--- config.mk ---
export PLATFORM = sky130hd
export DESIGN_NAME = ex_operand_stage_flat
export DESIGN_NICKNAME = d
export VERILOG_FILES = /design/src/rtl/ex_operand_stage_pkg.sv /design/src/rtl/ex_operand_stage_if.sv /design/src/rtl/ex_operand_stage_fwd.sv /design/src/rtl/ex_operand_stage.sv /design/src/flat_wrapper.sv
export SDC_FILE = /design/constraint.sdc
export NUM_CORES = 1
export LEC_CHECK = 0
export ABC_CLOCK_PERIOD_IN_PS = 5000
export CAP_MARGIN = 10
export CORE_MARGIN = 3
export CORE_UTILIZATION = 43
export DETAILED_ROUTE_END_ITERATION = 10
export GPL_TIMING_DRIVEN = 0
export PLACE_DENSITY = 0.9
export SLEW_MARGIN = 20
export SYNTH_ARGS = -nofsm -noshare
export SYNTH_HDL_FRONTEND = slang
export SYNTH_SLANG_ARGS = --single-unit
--- constraint.sdc ---
create_clock -name clk -period 5 [get_ports clk]
set_input_delay 0.5 -clock clk [delete_from_list [all_inputs] [get_ports clk]]
set_output_delay 0.5 -clock clk [all_outputs]
set_load 0.02 [all_outputs]
--- src/rtl/ex_operand_stage_pkg.sv ---
`default_nettype none
// ============================================================================
// Module   : ex_operand_stage_pkg
// Brief    : Shared widths, types and ALU op encodings for the EX operand stage.
// Revision : 1.0
// ============================================================================
package ex_operand_stage_pkg;

    localparam int DATA_W = 16;
    localparam int REG_AW = 3;
    localparam int OP_W   = 3;

    typedef logic [DATA_W-1:0] data_t;
    typedef logic [REG_AW-1:0] reg_t;
    typedef logic [OP_W-1:0]   op_t;

    typedef enum logic [OP_W-1:0] {
        OP_LBI = 3'b000,
        OP_XOR = 3'b001,
        OP_SHL = 3'b010,
        OP_SHR = 3'b011,
        OP_OR  = 3'b100,
        OP_AND = 3'b101,
        OP_ADD = 3'b110,
        OP_SUB = 3'b111
    } alu_op_e;

    // Writer hits a reader when it is live, writes, and targets the same full-width tag.
    function automatic logic tag_hit(input logic live, input logic wr_en,
                                     input reg_t wr_tag, input reg_t rd_tag);
        return live & wr_en & (wr_tag == rd_tag);
    endfunction

endpackage
`default_nettype wire

--- src/rtl/ex_operand_stage_if.sv ---
`default_nettype none
// ============================================================================
// Module   : ex_operand_stage_if
// Brief    : Decode/RF/forwarding/ALU bus around the EX operand stage.
// Revision : 1.0
// ============================================================================
interface ex_operand_stage_if;
    import ex_operand_stage_pkg::*;

    logic  idValid;
    logic  idReady;
    op_t   idOp;
    reg_t  idRs1;
    reg_t  idRs2;
    reg_t  idRd;
    logic  idWrEn;
    logic  idUseImm;
    data_t idImm;
    data_t rfData1;
    data_t rfData2;
    data_t exResult;
    data_t wbData;
    reg_t  wbRd;
    logic  wbWrEn;
    logic  stall;
    logic  flush;
    logic  exValid;
    op_t   exOp;
    data_t exSrc1;
    data_t exSrc2;
    reg_t  exRd;
    logic  exWrEn;

    modport master (
        output idValid, idOp, idRs1, idRs2, idRd, idWrEn, idUseImm, idImm,
               rfData1, rfData2, exResult, wbData, wbRd, wbWrEn, stall, flush,
        input  idReady, exValid, exOp, exSrc1, exSrc2, exRd, exWrEn
    );

    modport slave (
        input  idValid, idOp, idRs1, idRs2, idRd, idWrEn, idUseImm, idImm,
               rfData1, rfData2, exResult, wbData, wbRd, wbWrEn, stall, flush,
        output idReady, exValid, exOp, exSrc1, exSrc2, exRd, exWrEn
    );
endinterface
`default_nettype wire

--- src/rtl/ex_operand_stage_fwd.sv ---
`default_nettype none
// ============================================================================
// Module   : ex_operand_stage_fwd
// Brief    : Per-source operand forwarding mux (EX > WB > register file).
// Revision : 1.0
// ============================================================================
module ex_operand_stage_fwd
    import ex_operand_stage_pkg::*;
(
    input  reg_t  tag_i,
    input  data_t rf_data_i,
    input  logic  ex_valid_i,
    input  logic  ex_wr_en_i,
    input  reg_t  ex_rd_i,
    input  data_t ex_result_i,
    input  logic  wb_wr_en_i,
    input  reg_t  wb_rd_i,
    input  data_t wb_data_i,
    output data_t data_o,
    output logic  wb_hit_o
);
    logic w_ex_hit;

    assign w_ex_hit = tag_hit(ex_valid_i, ex_wr_en_i, ex_rd_i, tag_i);
    assign wb_hit_o = tag_hit(1'b1, wb_wr_en_i, wb_rd_i, tag_i);

    // EX holds the younger producer, so it shadows a same-tag WB write.
    assign data_o = w_ex_hit ? ex_result_i :
                    wb_hit_o ? wb_data_i   : rf_data_i;

endmodule
`default_nettype wire

--- src/rtl/ex_operand_stage.sv ---
`default_nettype none
// ============================================================================
// Module   : ex_operand_stage
// Brief    : Decode->execute pipeline register with operand forwarding,
//            stall hold (with WB refresh) and branch flush.
// Revision : 1.0
// ============================================================================
module ex_operand_stage
    import ex_operand_stage_pkg::*;
(
    input  logic               clk,
    input  logic               rst,
    ex_operand_stage_if.slave  bus
);
    logic  valid_q;
    logic  wr_en_q;
    op_t   op_q;
    data_t src1_q;
    data_t src2_q;
    reg_t  rd_q;
    reg_t  rs1_q;
    reg_t  rs2_q;
    logic  use_imm_q;

    reg_t  w_tag1;
    reg_t  w_tag2;
    data_t w_fwd1;
    data_t w_fwd2;
    logic  w_wb_hit1;
    logic  w_wb_hit2;

    // While stalled the muxes look at the held tags so WB can refresh stale operands.
    assign w_tag1 = bus.stall ? rs1_q : bus.idRs1;
    assign w_tag2 = bus.stall ? rs2_q : bus.idRs2;

    ex_operand_stage_fwd u_fwd1 (
        .tag_i       (w_tag1),
        .rf_data_i   (bus.rfData1),
        .ex_valid_i  (valid_q),
        .ex_wr_en_i  (wr_en_q),
        .ex_rd_i     (rd_q),
        .ex_result_i (bus.exResult),
        .wb_wr_en_i  (bus.wbWrEn),
        .wb_rd_i     (bus.wbRd),
        .wb_data_i   (bus.wbData),
        .data_o      (w_fwd1),
        .wb_hit_o    (w_wb_hit1)
    );

    ex_operand_stage_fwd u_fwd2 (
        .tag_i       (w_tag2),
        .rf_data_i   (bus.rfData2),
        .ex_valid_i  (valid_q),
        .ex_wr_en_i  (wr_en_q),
        .ex_rd_i     (rd_q),
        .ex_result_i (bus.exResult),
        .wb_wr_en_i  (bus.wbWrEn),
        .wb_rd_i     (bus.wbRd),
        .wb_data_i   (bus.wbData),
        .data_o      (w_fwd2),
        .wb_hit_o    (w_wb_hit2)
    );

    always_ff @(posedge clk) begin
        if (rst) begin
            valid_q   <= 1'b0;
            wr_en_q   <= 1'b0;
            op_q      <= '0;
            src1_q    <= '0;
            src2_q    <= '0;
            rd_q      <= '0;
            rs1_q     <= '0;
            rs2_q     <= '0;
            use_imm_q <= 1'b0;
        end else if (bus.flush) begin
            valid_q <= 1'b0;
            wr_en_q <= 1'b0;
        end else if (bus.stall) begin
            if (w_wb_hit1)
                src1_q <= bus.wbData;
            if (w_wb_hit2 && !use_imm_q)
                src2_q <= bus.wbData;
        end else begin
            valid_q   <= bus.idValid;
            wr_en_q   <= bus.idValid & bus.idWrEn;
            op_q      <= bus.idOp;
            src1_q    <= w_fwd1;
            src2_q    <= bus.idUseImm ? bus.idImm : w_fwd2;
            rd_q      <= bus.idRd;
            rs1_q     <= bus.idRs1;
            rs2_q     <= bus.idRs2;
            use_imm_q <= bus.idUseImm;
        end
    end

    assign bus.idReady = ~bus.stall & ~rst;
    assign bus.exValid = valid_q;
    assign bus.exOp    = op_q;
    assign bus.exSrc1  = src1_q;
    assign bus.exSrc2  = src2_q;
    assign bus.exRd    = rd_q;
    assign bus.exWrEn  = wr_en_q & valid_q;

endmodule
`default_nettype wire

--- src/flat_wrapper.sv ---
// flat-port wrapper written by rule: the top's interface ports become plain ports
module ex_operand_stage_flat import ex_operand_stage_pkg::*;
  (clk, rst, bus_idValid, bus_idOp, bus_idRs1, bus_idRs2, bus_idRd, bus_idWrEn, bus_idUseImm, bus_idImm, bus_rfData1, bus_rfData2, bus_exResult, bus_wbData, bus_wbRd, bus_wbWrEn, bus_stall, bus_flush, bus_idReady, bus_exValid, bus_exOp, bus_exSrc1, bus_exSrc2, bus_exRd, bus_exWrEn);
  ex_operand_stage_if bus_i ();
  input  logic clk;
  input  logic rst;
  input wire logic [$bits(bus_i.idValid)-1:0] bus_idValid;
  input wire logic [$bits(bus_i.idOp)-1:0] bus_idOp;
  input wire logic [$bits(bus_i.idRs1)-1:0] bus_idRs1;
  input wire logic [$bits(bus_i.idRs2)-1:0] bus_idRs2;
  input wire logic [$bits(bus_i.idRd)-1:0] bus_idRd;
  input wire logic [$bits(bus_i.idWrEn)-1:0] bus_idWrEn;
  input wire logic [$bits(bus_i.idUseImm)-1:0] bus_idUseImm;
  input wire logic [$bits(bus_i.idImm)-1:0] bus_idImm;
  input wire logic [$bits(bus_i.rfData1)-1:0] bus_rfData1;
  input wire logic [$bits(bus_i.rfData2)-1:0] bus_rfData2;
  input wire logic [$bits(bus_i.exResult)-1:0] bus_exResult;
  input wire logic [$bits(bus_i.wbData)-1:0] bus_wbData;
  input wire logic [$bits(bus_i.wbRd)-1:0] bus_wbRd;
  input wire logic [$bits(bus_i.wbWrEn)-1:0] bus_wbWrEn;
  input wire logic [$bits(bus_i.stall)-1:0] bus_stall;
  input wire logic [$bits(bus_i.flush)-1:0] bus_flush;
  output wire logic [$bits(bus_i.idReady)-1:0] bus_idReady;
  output wire logic [$bits(bus_i.exValid)-1:0] bus_exValid;
  output wire logic [$bits(bus_i.exOp)-1:0] bus_exOp;
  output wire logic [$bits(bus_i.exSrc1)-1:0] bus_exSrc1;
  output wire logic [$bits(bus_i.exSrc2)-1:0] bus_exSrc2;
  output wire logic [$bits(bus_i.exRd)-1:0] bus_exRd;
  output wire logic [$bits(bus_i.exWrEn)-1:0] bus_exWrEn;
  assign bus_i.idValid = bus_idValid;
  assign bus_i.idOp = bus_idOp;
  assign bus_i.idRs1 = bus_idRs1;
  assign bus_i.idRs2 = bus_idRs2;
  assign bus_i.idRd = bus_idRd;
  assign bus_i.idWrEn = bus_idWrEn;
  assign bus_i.idUseImm = bus_idUseImm;
  assign bus_i.idImm = bus_idImm;
  assign bus_i.rfData1 = bus_rfData1;
  assign bus_i.rfData2 = bus_rfData2;
  assign bus_i.exResult = bus_exResult;
  assign bus_i.wbData = bus_wbData;
  assign bus_i.wbRd = bus_wbRd;
  assign bus_i.wbWrEn = bus_wbWrEn;
  assign bus_i.stall = bus_stall;
  assign bus_i.flush = bus_flush;
  assign bus_idReady = bus_i.idReady;
  assign bus_exValid = bus_i.exValid;
  assign bus_exOp = bus_i.exOp;
  assign bus_exSrc1 = bus_i.exSrc1;
  assign bus_exSrc2 = bus_i.exSrc2;
  assign bus_exRd = bus_i.exRd;
  assign bus_exWrEn = bus_i.exWrEn;
  ex_operand_stage u_core (.clk(clk), .rst(rst), .bus(bus_i));
endmodule
---- Word-level counts from Yosys, hierarchy flattened ----
Index checks and enable logic that the tools add are counted.
Widths: inputs -> output; s select.
storage, ports and cells
  bits in registers ....................... 47
  bits of input ports ..................... 103
  output and inout port bits .............. 41
  word-level logic and storage cells ...... 42
cells by class
  eq/ne operators ......................... 6
  muxes and demuxes ....................... 11
  bitwise logic cells ..................... 10
  reductions and logical operators ........ 6
operators with widths
  cell                count
  $mux 16             9
  $eq 3x3->1          4
  $and 1x1->1         7
  $mux 3              2
  $reduce_and 2->1    3
  $ne 2x1->1 const B  2
  $not 1->1           3
  $reduce_or 2->1     1
  $logic_and 1x1->1   1
  $logic_not 1->1     1

---- Longest topological paths before layout ----
Gate-level depths: netlist (run 1).
  word-level depth ........................ 7
  gate-level depth with buffers ........... 8
  gate-level depth less buffers ........... 6

---- Hierarchy ----
A second synthesis (run 1) with hierarchy kept.
second synthesis, totals
  cells, all modules ...................... 423
  area total of the unflattened synthesis .. 3433.3 um^2
modules (own cells, without submodules)
  module                times used  cells an instance  area an instance (um^2)
  ex_operand_stage      1           263                2384.8
  ex_operand_stage_fwd  2           80                 524.3

---- Least setup slack after synthesis (run 1) ----
OpenSTA, ideal clock, no wires.
  path type ............................... input port to flip-flop
  start point ............................. input port bus_stall
  end point ............................... register u_core.src1_q[10] (netlist: u_core.bus.exSrc1[10])
  arrival time ............................ 2.218 ns
  required time ........................... 4.909 ns
  setup slack ............................. 2.691 ns
  cell stages on the path ................. 8
  path buffers ............................ 2
  cells stage by stage .................... buf_6 > mux2i_1 > xor2_1 > nand4_4 > buf_6 > mux2i_1 > a211o_1 > a311oi_1
between the ends
  longest elaborated chain between the ends .. 6
  elaborated cells between the ends (all ways) .. 10
  those cells by class .................... 3 x eq/ne; 4 x mux; 2 x bitwise; 1 x reduce/logical
RTL lines
  item                    RTL line                    RTL
  start: declaration      flat_wrapper.sv:21          input wire logic [$bits(bus_i.stall)-1:0] bus_stall;
  $mux 3                  n/a
  $eq 3x3->1              ex_operand_stage_pkg.sv:31  return live & wr_en & (wr_tag == rd_tag);
  $and 1x1->1             ex_operand_stage_pkg.sv:31
  $mux 16                 ex_operand_stage_fwd.sv:29  wb_hit_o ? wb_data_i : rf_data_i;
  $mux 16                 ex_operand_stage_fwd.sv:28  assign data_o = w_ex_hit ? ex_result_i :
  $mux 16                 ex_operand_stage.sv:78      end else if (bus.stall) begin
  end signal: assignment  ex_operand_stage.sv:80      src1_q <= bus.wbData;
  end signal: assignment  ex_operand_stage.sv:87      src1_q <= w_fwd1;
  end: declaration        ex_operand_stage.sv:18      data_t src1_q;
Parallel ways exist; a longest one is shown, timed or not.
A chain may end at the register's enable or synchronous reset.

---- Worst setup path in the final report (run 1) ----
  start point ............................. input port bus_stall
  end point ............................... output port bus_idReady
between the ends
  longest elaborated chain between the ends .. 2
RTL lines
  item              RTL line                RTL
  $not 1->1         ex_operand_stage.sv:96  assign bus.idReady = ~bus.stall & ~rst;
  $and 1x1->1       ex_operand_stage.sv:96
  end: declaration  flat_wrapper.sv:23      output wire logic [$bits(bus_i.idReady)-1:0] bus_idReady;
Every way passes these cells.

==> implementation parameters, run 1 <==
Parameter                              Value

Clocking
  Clock insertion delay at the later pin of the skew report    310 ps
  TritonCTS Buffers    5
  Clock buffer depth    2
  CTS hold repair buffers    0
  H-tree depth reported by CTS    2
  Total setup buffers inserted after CTS    0
  Count of instances resized after the clock tree is built    0
  CTS tree    yes
  Register clock-pin slew on the reported worst setup and hold paths    90 ps
  Cell chosen for the clock root    clkbuf_8
  Clk sink count    47

STA
  Timing-limited maximum frequency    307 MHz
  Setup repair after global routing missed its margin    false
  TNS Setup    0 ps
  Tcrit/Tclk final    0.652
  Worst clock skew on the final layout    9.97 ps
  Transition at the pin with the smallest max-transition slack    718 ps
  Slew Limit Headroom    0.517
  Period minus WS final    3260 ps
  Number of hold violations in the final report    0
  Final slew viol count    0
  Final Setup Violations    0

Detailed routing
  Number of search-and-repair iterations in the first detailed-routing pass    8
  Final WL    11100 um
  Per-cell routed wire length    19.4 um
  DRC viols    0
  Vias after detailed routing    3448
  Count of nets left with antenna violations after detail routing    0
  Detail-routed via count per cell    6.05
  Initial detailed-routing violation count    274

Floorplanning
  Number of standard-cell rows in the floorplan    28
  Boundary Pins    144
  Initial standard-cell utilization of the core    0.461
  Vertical die dimension    87.1 um
  Die area    7580 sq um
  Chip Width    87.1 um
  Core area    6130 sq um

Outcome
  Outcome    completed

Critical path
  WS Path Type    in2out
  Critical path endpoint category    output pin
  Number of buffers and inverters on the critical path    5
  Series of cell instances along the critical path    clkdlybuf4s50_1, buf_6, clkbuf_1, clkbuf_1, nor2_1, clkdlybuf4s50_1
  Worst Path Max Fanout    10
  CP max stage cell    clkdlybuf4s50_1
  CP max stage delay    560 ps
  CP top delay family    buffers and inverters
  Crit path launch type    primary input
  Flop-to-flop setup slack    2770 ps
  Critical path data required time    4500 ps
  CP arrival    2760 ps

Synthesis
  Leading cell types by total area after synthesis    dfxtp_1, mux2i_1, nand2_1
  Post-synth top area cell    dfxtp_1
  Total number of yosys warnings    0
  Post-synthesis async set-or-reset flop share    0
  Primary FF master, synth    dfxtp_1
  Synth unique cells    23
  Post-synth top cells    nand2_1, dfxtp_1, mux2i_1, nor2_1, a21oi_1
  Post-synthesis sequential element count    47
  Share of synthesized area occupied by flip-flops and latches    0.333
  Area share of the leading cell type in the synthesized netlist    0.333
  Net count of the mapped netlist    447
  Number of synthesized flops with an enable pin    0
  Most numerous cell in the Yosys netlist    nand2_1
  Post-synthesis cell count    344
  Netlist area before placement    2830 sq um
  Mean post-synth cell area    8.21 sq um

Hold path
  Worst hold path class    reg2reg

Place
  # placed instances    562
  IO buf count    143
  Sum of net half-perimeters after detailed placement    8290 um
  Placer Congestion    0.944

Run
  Maximum Capacitance Violations    0

Global route
  Grt met2 use    0.504
  Most used routing layer    met2
  Global-route wire length before repair    17000 um
  Via count of the first global-routing pass    3473
  Antenna violations before repair    0
  Final global-route overflow total    0
  Met3 Usage GRT    0.0473
  GR met1 Demand/Resource    0.346
  Largest net degree at the start of global routing    15
  Overall Global Routing Usage    0.291

Layout
  Footprint of the multi-input gates    1720 sq um
  Number of fill cells    457
  Post-route insts no fill    570
  Diodes inserted    0
  Sequential cell area in the final layout    941 sq um
  Share of cells above drive strength 1    0.0444
  Area growth, synth to finish    58.1%
  Net count, final    597

Power
  Max IR drop VDD    165 uV
  Static Leakage    1.91 nW
  Power per Cell Area    234 nW/um^2
[routing by layer]
| metal | share of wire | vias up |
|---|---|---|
| met2 | 0.49 | 262 |
| li1 | - | 1563 |
| met4 | 0.040 | 0 |
| met1 | 0.37 | 1580 |
| met3 | 0.10 | 43 |
| met5 | 0 | - |
[final cells by class]
type | instances | area share
buffer | 30 | 0.0361
clock buffer | 6 | 0.0185
clock inverter | 2 | 0.00784
inverter | 1 | 0.000840
multi-input combinational | 266 | 0.385
sequential | 47 | 0.211
tap | 75 | 0.0210
timing repair buffer | 143 | 0.320
[worst min-delay path, stage by stage (launching register included)]
cell and delay [ps]:
dfxtp_1 320, nand2_1 50, a21oi_1 50
[metrics by stage]
step	area, sq um	utilization	power, mW	hold WS (ps)	setup slack (ps)
floorplan	2830	-	0.574	436	2690
global placement	4350	0.710	0.739	442	1810
detailed placement	4350	0.710	0.748	449	1760
CTS	4470	0.729	1.04	461	1760
global route	4470	0.729	1.08	488	1680
finish	4470	0.729	1.04	458	1740
[cell families (layout without fill, tap and decap cells)]
group                  after synthesis  count (layout)  synth area share
flip-flops                          47              47             0.333
multiplexers                        38              38             0.135
buffers and inverters               31             182            0.0585
XOR/XNOR                            12              12            0.0372
AND/OR/NAND/NOR                    103             103             0.155
AO/OA/AOI/OAI                      113             113             0.282
[state kept, by name (all words and copies together) (netlist names)]
signal	count
u_core.rs1_q	3
u_core.use_imm_q	1
u_core.rs2_q	3
u_core.bus.exSrc1	16
u_core.bus.exRd	3
u_core.wr_en_q	1
u_core.bus.exOp	3
u_core.bus.exSrc2	16
u_core.bus.exValid	1
[cell usage in the layout, fill, tap and decap left out]
| cell | instances |
|---|---|
| a211o_1 | 16 |
| a21oi_1 | 30 |
| a21oi_4 | 1 |
| a22oi_1 | 1 |
| a311oi_1 | 16 |
| a31oi_1 | 16 |
| buf_2 | 3 |
| buf_6 | 6 |
| bufinv_16 | 1 |
| clkbuf_1 | 21 |
| clkbuf_8 | 6 |
| clkdlybuf4s50_1 | 143 |
| clkinv_2 | 1 |
| dfxtp_1 | 47 |
| inv_1 | 1 |
| mux2i_1 | 38 |
| nand2_1 | 59 |
| nand4_1 | 2 |
| nand4_4 | 2 |
| nor2_1 | 34 |
| nor2b_1 | 2 |
| nor3_1 | 3 |
| o21ai_0 | 16 |
| o22a_1 | 16 |
| o31ai_4 | 1 |
| or2_2 | 1 |
| xor2_1 | 12 |
[path summary, 6_finish.rpt]
check	start	cells after the start	to
worst max register to register	u_core.rs1_q[2]	7	u_core.bus.exSrc1[10]
worst min register to register	u_core.rs1_q[0]	2	u_core.rs1_q[0]
worst min-delay path	u_core.rs1_q[0]	2	u_core.rs1_q[0]
worst max-delay path	bus_stall	6	bus_idReady
[power breakdown]
part           internal (mW)  switching, mW
Clock                  0.162          0.138
Combinational          0.173          0.153
Sequential             0.402         0.0157
Total                  0.737          0.307
(Power assumes the default switching activity.)
==> inputs of run 2 (changes only) <==
Settings changed: ABC_CLOCK_PERIOD_IN_PS 5000 to 3050, CORE_UTILIZATION 43 to 40, PLACE_DENSITY 0.9 to 0.84.
Clock period 5 ns to 3.05 ns, I/O delays scaled along.
==> implementation parameters, run 2 (synthesized netlist as in run 1, its figures left out) <==
Parameter                              Value

Critical path
  Critical path endpoint category    output pin
  Number of buffers and inverters on the critical path    5
  WS Path Type    in2out
  Worst Path Max Fanout    10
  Critical path data required time    2740 ps
  Series of cell instances along the critical path    clkdlybuf4s50_1, buf_6, clkbuf_1, clkbuf_1, nor2_1, clkdlybuf4s50_1
  CP top delay family    buffers and inverters
  Crit path launch type    primary input
  Flop-to-flop setup slack    810 ps
  CP arrival    2550 ps
  CP max stage delay    550 ps
  CP max stage cell    clkdlybuf4s50_1

Detailed routing
  Detail-routed via count per cell    5.58
  Per-cell routed wire length    18.2 um
  Count of nets left with antenna violations after detail routing    0
  Final WL    10700 um
  Initial detailed-routing violation count    257
  DRC viols    0
  Vias after detailed routing    3300
  Number of search-and-repair iterations in the first detailed-routing pass    5

STA
  Slew Limit Headroom    0.561
  Tcrit/Tclk final    0.935
  Period minus WS final    2850 ps
  Final Setup Violations    0
  Final slew viol count    0
  Minimum hold slack    464 ps
  Post-route worst setup slack    197 ps
  TNS Setup    0 ps
  Setup repair after global routing missed its margin    false
  Timing-limited maximum frequency    351 MHz
  Number of hold violations in the final report    0
  Transition at the pin with the smallest max-transition slack    654 ps
  Worst clock skew on the final layout    9.29 ps

Clocking
  Register clock-pin slew on the reported worst setup and hold paths    80 ps
  CTS hold repair buffers    0
  Cell chosen for the clock root    clkbuf_8
  Total setup buffers inserted after CTS    0
  Clk sink count    47
  H-tree depth reported by CTS    2
  Count of instances resized after the clock tree is built    0
  Clock insertion delay at the later pin of the skew report    300 ps
  TritonCTS Buffers    5
  Clock buffer depth    2
  CTS tree    yes

Hold path
  Worst hold path class    reg2reg

Global route
  Largest net degree at the start of global routing    14
  Antenna violations before repair    0
  Final global-route overflow total    0
  Via count of the first global-routing pass    3370
  Overall Global Routing Usage    0.256
  Global-route wire length before repair    16900 um

Power
  Power Total    1.63 mW
  Max IR drop VDD    221 uV
  Power per Cell Area    364 nW/um^2
  Static Leakage    1.90 nW

Place
  DP Area    4380 sq um
  IO buf count    143
  Setup WS pre-CTS    60.7 ps
  Placer Congestion    0.867
  Sum of net half-perimeters after detailed placement    8210 um

Layout
  Number of fill cells    597
  Diodes inserted    0
  Leading cell type in the layout, fill and taps excluded    clkdlybuf4s50_1
  Post-route standard cell area excluding fillers    4480 sq um
  Area growth, synth to finish    58.5%
  Share of cells above drive strength 1    0.0424
  Leading cell types in the layout, fill and taps excluded    clkdlybuf4s50_1, nand2_1, dfxtp_1, mux2i_1, nor2_1
  Net count, final    597

Floorplanning
  Die area    8110 sq um
  Boundary Pins    144
  Initial standard-cell utilization of the core    0.414
  Core area    6830 sq um
  Chip Width    90.0 um
  Number of standard-cell rows in the floorplan    30
  Vertical die dimension    90.0 um

Outcome
  Outcome    completed

Run
  Maximum Capacitance Violations    0
-- run 2: metrics by stage --
stage | util | std cells
finish | 0.655 | 591
global route | 0.655 | 591
CTS | 0.655 | 591
detailed placement | 0.641 | 583
global placement | 0.641 | 583
floorplan | - | 344
-- run 2: cell type report --
cell class / instances / area (sq um) / share of cell area
Inverter: 1 / 3.75 / 0.000838
Buffer: 30 / 161 / 0.0361
Multi-Input combinational cell: 266 / 1720 / 0.384
Sequential cell: 47 / 941 / 0.210
Timing Repair Buffer: 143 / 1430 / 0.320
Clock buffer: 8 / 100 / 0.0224
Tap cell: 96 / 120 / 0.0268
-- run 2: metal layers --
layer / vias up / global-route usage / routed length (um)
met4: 0 / 0.106 / 282
met2: 173 / 0.444 / 5350
li1: 1569 / - / -
met3: 25 / 0.0402 / 754
met5: - / 0 / 0
met1: 1533 / 0.316 / 4340
-- run 2: power by group --
group | internal (mW) | leakage, nW | switching, mW
Clock | 0.207 | 0.0515 | 0.209
Combinational | 0.284 | 1.46 | 0.245
Sequential | 0.658 | 0.387 | 0.0263
-- run 2: final timing paths --
kind	startpoint	endpoint	cells after the start
max reg2reg	u_core.rs1_q[0]	u_core.bus.exSrc1[8]	7
min	u_core.bus.exOp[2]	u_core.bus.exOp[2]	2
min reg2reg	u_core.bus.exOp[2]	u_core.bus.exOp[2]	2
max	bus_stall	bus_idReady	6
-- run 2: worst register-to-register path, stage by stage, from the launching register on --
cell and delay (ps):
dfxtp_1 320, mux2i_1 250, xor2_1 290, nand4_4 280
buf_6 260, mux2i_1 150, a211o_1 300, a311oi_1 300
==> inputs of run 3 (changes only) <==
Settings changed: CORE_UTILIZATION 40 to 41, CTS_BUF_LIST set to sky130_fd_sc_hd__clkbuf_4, PLACE_DENSITY 0.84 to 0.86.
==> implementation parameters, run 3 (synthesized netlist as in run 1, its figures left out) <==
Parameter                              Value

STA
  Tcrit/Tclk final    0.937
  Setup repair after global routing missed its margin    false
  Worst clock skew on the final layout    16.0 ps
  Period minus WS final    2860 ps
  Transition at the pin with the smallest max-transition slack    720 ps
  Slew Limit Headroom    0.517
  Final Setup Violations    0
  Timing-limited maximum frequency    350 MHz
  Number of hold violations in the final report    0
  Minimum hold slack    468 ps
  Final slew viol count    0
  TNS Setup    0 ps

Power
  Power spent charging and discharging nets    489 uW
  Flop pwr share    0.453
  Comb pwr share    0.353
  Power per Cell Area    344 nW/um^2
  Max IR drop VDD    177 uV
  Clock share of power    0.194
  Internal portion of total power    1.03 mW
  Static Leakage    1.87 nW
  Power Total    1.51 mW
  Switching part of the total power    0.323

Critical path
  Worst Path Max Fanout    10
  Critical path endpoint category    output pin
  WS Path Type    in2out
  Crit path launch type    primary input
  Critical path data required time    2740 ps
  CP arrival    2550 ps

Place
  # placed instances    564
  Placer Congestion    0.908
  Sum of net half-perimeters after detailed placement    8390 um
  IO buf count    143

Detailed routing
  DRC viols    0
  Vias after detailed routing    3392
  Detail-routed via count per cell    5.94
  Final WL    11100 um
  Count of nets left with antenna violations after detail routing    0
  Total routed wire length on the met1 layer    4310 um
  Initial detailed-routing violation count    281
  Number of search-and-repair iterations in the first detailed-routing pass    7
  Per-cell routed wire length    19.4 um
  Metal3 WL    1030 um
  Wire length on met2    5470 um
  Highest Signal Layer    met4

Global route
  Global-route wire length before repair    17000 um
  Via count of the first global-routing pass    3410
  Final global-route overflow total    0
  Overall Global Routing Usage    0.278
  Antenna violations before repair    0
  Largest net degree at the start of global routing    14

Floorplanning
  Boundary Pins    144
  Core area    6490 sq um
  Chip Width    89.0 um
  Die area    7920 sq um
  Initial standard-cell utilization of the core    0.435
  Vertical die dimension    89.0 um
  Number of standard-cell rows in the floorplan    29

Run
  Maximum Capacitance Violations    0

Clocking
  Count of instances resized after the clock tree is built    0
  H-tree depth reported by CTS    2
  Register clock-pin slew on the reported worst setup and hold paths    140 ps
  Cell chosen for the clock root    clkbuf_4
  CTS tree    yes
  Clock buffer depth    2
  Clk sink count    47
  CTS hold repair buffers    0
  Clock insertion delay at the later pin of the skew report    380 ps
  TritonCTS Buffers    5
  Total setup buffers inserted after CTS    0

Layout
  Leading cell types in the layout, fill and taps excluded    clkdlybuf4s50_1, nand2_1, dfxtp_1, mux2i_1, nor2_1
  Net count, final    597
  Leading cell type in the layout, fill and taps excluded    clkdlybuf4s50_1
  Area growth, synth to finish    55.7%
  Number of fill cells    528
  Post-route insts no fill    571
  Share of cells above drive strength 1    0.0405
  Diodes inserted    0

Outcome
  Outcome    completed

Hold path
  Worst hold path class    reg2reg
-- run 3: cell count changes in the layout (fill, tap and decap cells not counted) --
cell	change
clkbuf_4	+5
clkinv_2	+1
clkbuf_1	-1
clkbuf_8	-7
clkinv_1	+1
-- run 3: per-layer routing --
metal / vias up / track usage
met3: 31 / 0.0525
li1: 1560 / -
met2: 221 / 0.475
met1: 1580 / 0.348
met5: - / 0
met4: 0 / 0.104
-- run 3: worst max-delay path, stage by stage --
cell and delay (ps):
clkdlybuf4s50_1 490, buf_6 180, clkbuf_1 400, clkbuf_1 510, nor2_1 100, clkdlybuf4s50_1 560
-- run 3: cell type report --
type	instances	area (sq um)	share of cell area
flip-flops and latches	47	941	0.214
multi-input cells	266	1720	0.391
clock buffers	5	37.5	0.00853
clock inverters	2	8.76	0.00199
well taps	77	96.3	0.0219
inverters	1	3.75	0.000853
repair buffers	143	1430	0.325
plain buffers	30	161	0.0367
-- run 3: power groups by stage --
stage	combinational [mW]	clock, mW	sequential [mW]
finish	0.534	0.294	0.686
global route	0.567	0.319	0.690
CTS	0.530	0.298	0.685
detailed placement	0.528	0	0.699
global placement	0.517	0	0.697
floorplan	0.197	0	0.744
-- run 3: worst paths after layout --
check,depth (start not counted),startpoint,end,slack [ps]
min reg2reg,2,u_core.bus.exOp[2],u_core.bus.exOp[2],470
max,6,bus_stall,bus_idReady,190
max reg2reg,7,u_core.rs1_q[2],u_core.bus.exSrc1[7],730
min,2,u_core.bus.exOp[2],u_core.bus.exOp[2],470
-- run 3: per-stage QoR --
stage                      util  area, sq um  setup WS [ps]
after floorplan               -         2830            936
after global placement    0.670         4350            142
after detailed placement  0.670         4350           46.8
after CTS                 0.677         4400            207
after global routing      0.677         4400            144
final                     0.677         4400            193
==> RTL change (flow settings as in run 1) <==
`DATA_W`: 16 -> 12.
--- a/src/rtl/ex_operand_stage_pkg.sv
+++ b/src/rtl/ex_operand_stage_pkg.sv
@@ -7,5 +7,5 @@
 package ex_operand_stage_pkg;
 
-    localparam int DATA_W = 16;
+    localparam int DATA_W = 12;
     localparam int REG_AW = 3;
     localparam int OP_W   = 3;
Interface: changed (7 resized); port bits go from 144 to 116. The function was not compared with the original's and may differ.
==> RTL change against run 1 <==
- routed wire length fell by 19%
- sequential power fell by 16%
- area after synthesis is 12% lower
- synthesized cell count down 16%
- global-route usage shrank 1.8 points
- design area decreased by 15%
- combinational power is 14% lower
- sequential cell count fell by 8
- final cell count shrank 16%
- setup slack gained 0.55 ns
- total power fell by 20%
- die area fell by 11%
- critical path type unchanged
- critical endpoint unchanged
==> RTL change: results (changes against run 1) <==
syn_nets: 371  # -17%
cts-resized-gates: 0  # unchanged
startpoint: "bus_stall"
clock_skew_ns: 0.00823  # -0.00174 ns
synth_compound_area_share_pct: 26.9  # -1.3 points
drt_iter0_drc: 206  # -25%
whs_ns: 0.457  # -0.00138 ns
dp_hpwl_um: 7180  # -13%
n_fill_cell: 465  # +1.8%
hold_end: "u_core.bus.exOp[2]"
yosys_warnings: 0  # unchanged
r2r-start: "u_core.rs1_q[0]"
holdCritStartpoint: "u_core.bus.exOp[2]"
wl_per_cell_um: 18.7  # -3.8%
synth_area_leaders: "dfxtp_1, nor2_1, mux2i_1"
clk_share_pct: 2.14  # -0.49 points
drive_above_1_share_pct: 10.5  # +6.1 points
yosys-top-cells-count: "nor2_1, dfxtp_1, nand2_1"
synth_ff_type: "dfxtp_1"
clk_pin_slew_ns: 0.07  # -0.02 ns
cp.arrival_ns: 2.21  # -0.55 ns
track_usage_pct: 27.3  # -1.8 points
irDropWorstVdd_mv: 0.129  # -22%
multi_input_gates: 221  # -17%
r2r_slack_ns: 2.93  # +0.16 ns
ys_seq_area_share_pct: 31.3  # -2.0 points
p_sw_share_pct: 30.6  # +1.2 points
grt_max_degree: 12  # -3
first_pass_iters: 5  # -3
grt_first_pass_wirelength_um: 14000  # -17%
power_leakage_nw: 1.44  # -24%
met1_usage_pct: 35.2  # +0.65 points
cts_hold_buf: 0  # unchanged
drt-met1-wl_um: 3660  # -9.9%
met2_usage_pct: 45.2  # -5.2 points
yosys_register_bits: 39  # -17%
buffer_area_share_pct: 34.3  # -1.4 points
worstSetupEndpoint: "bus_idReady"
buffers: 140  # -19%
clkLatencyLatePin_ns: 0.29  # -0.02 ns
finalNetCount: 491  # -18%
place_area_mm2: 0.00371  # -15%
synth.avg_cell_area_um2: 8.65  # +5.3%
route.met2.wl_um: 4400  # -19%
met3_usage_pct: 5.21  # +0.48 points
synth_xor_xnor_area_share_pct: 4.52  # +0.80 points
nClkBuffers: 7  # +1
port_buffers: 113  # -21%
grt_pass1_vias: 2761  # -21%
status: "finished, final reports clean"
yosys-mux-area-fraction_pct: 13.2  # -0.30 points
multi_input_area_share_pct: 40.5  # +2.1 points
gp_congestion: 0.935  # -0.90%
vias_per_cell: 5.73  # -5.3%
r2r_end: "u_core.bus.exSrc1[2]"
wl_met3_um: 700  # -38%
seq_share_pct: 20.6  # -0.48 points
end_kind: "primary output"
tightest_slew_ns: 0.611  # -0.108 ns
synth_cell_types: 34  # +48%
## RTL change: power groups by stage
stage	clock, mW	sequential (mW)	combinational [mW]
floorplan	0	0.378	0.114
detailed placement	0	0.356	0.278
CTS	0.206	0.349	0.280
global placement	0	0.355	0.274
global route	0.221	0.352	0.301
finish	0.203	0.350	0.281
## RTL change: per-stage QoR
| stage | util, % | power (mW) | worst slack (ns) | cells |
|---|---|---|---|---|
| 2_1_floorplan | - | 0.492 | 2.76 | 288 |
| 3_3_place_gp | 67.0 | 0.629 | 2.29 | 473 |
| 3_5_place_dp | 67.0 | 0.634 | 2.27 | 473 |
| 4_1_cts | 68.5 | 0.835 | 2.25 | 481 |
| 5_1_grt | 68.5 | 0.873 | 2.16 | 481 |
| 6_report | 68.5 | 0.834 | 2.29 | 481 |
## RTL change: worst register-to-register path: stages, from the launching register on
cell	delay (ns)
dfxtp_1	0.31
mux2i_1	0.28
xor2_1	0.27
nand4_4	0.21
buf_12	0.21
mux2i_1	0.11
a211o_1	0.31
a311oi_1	0.28
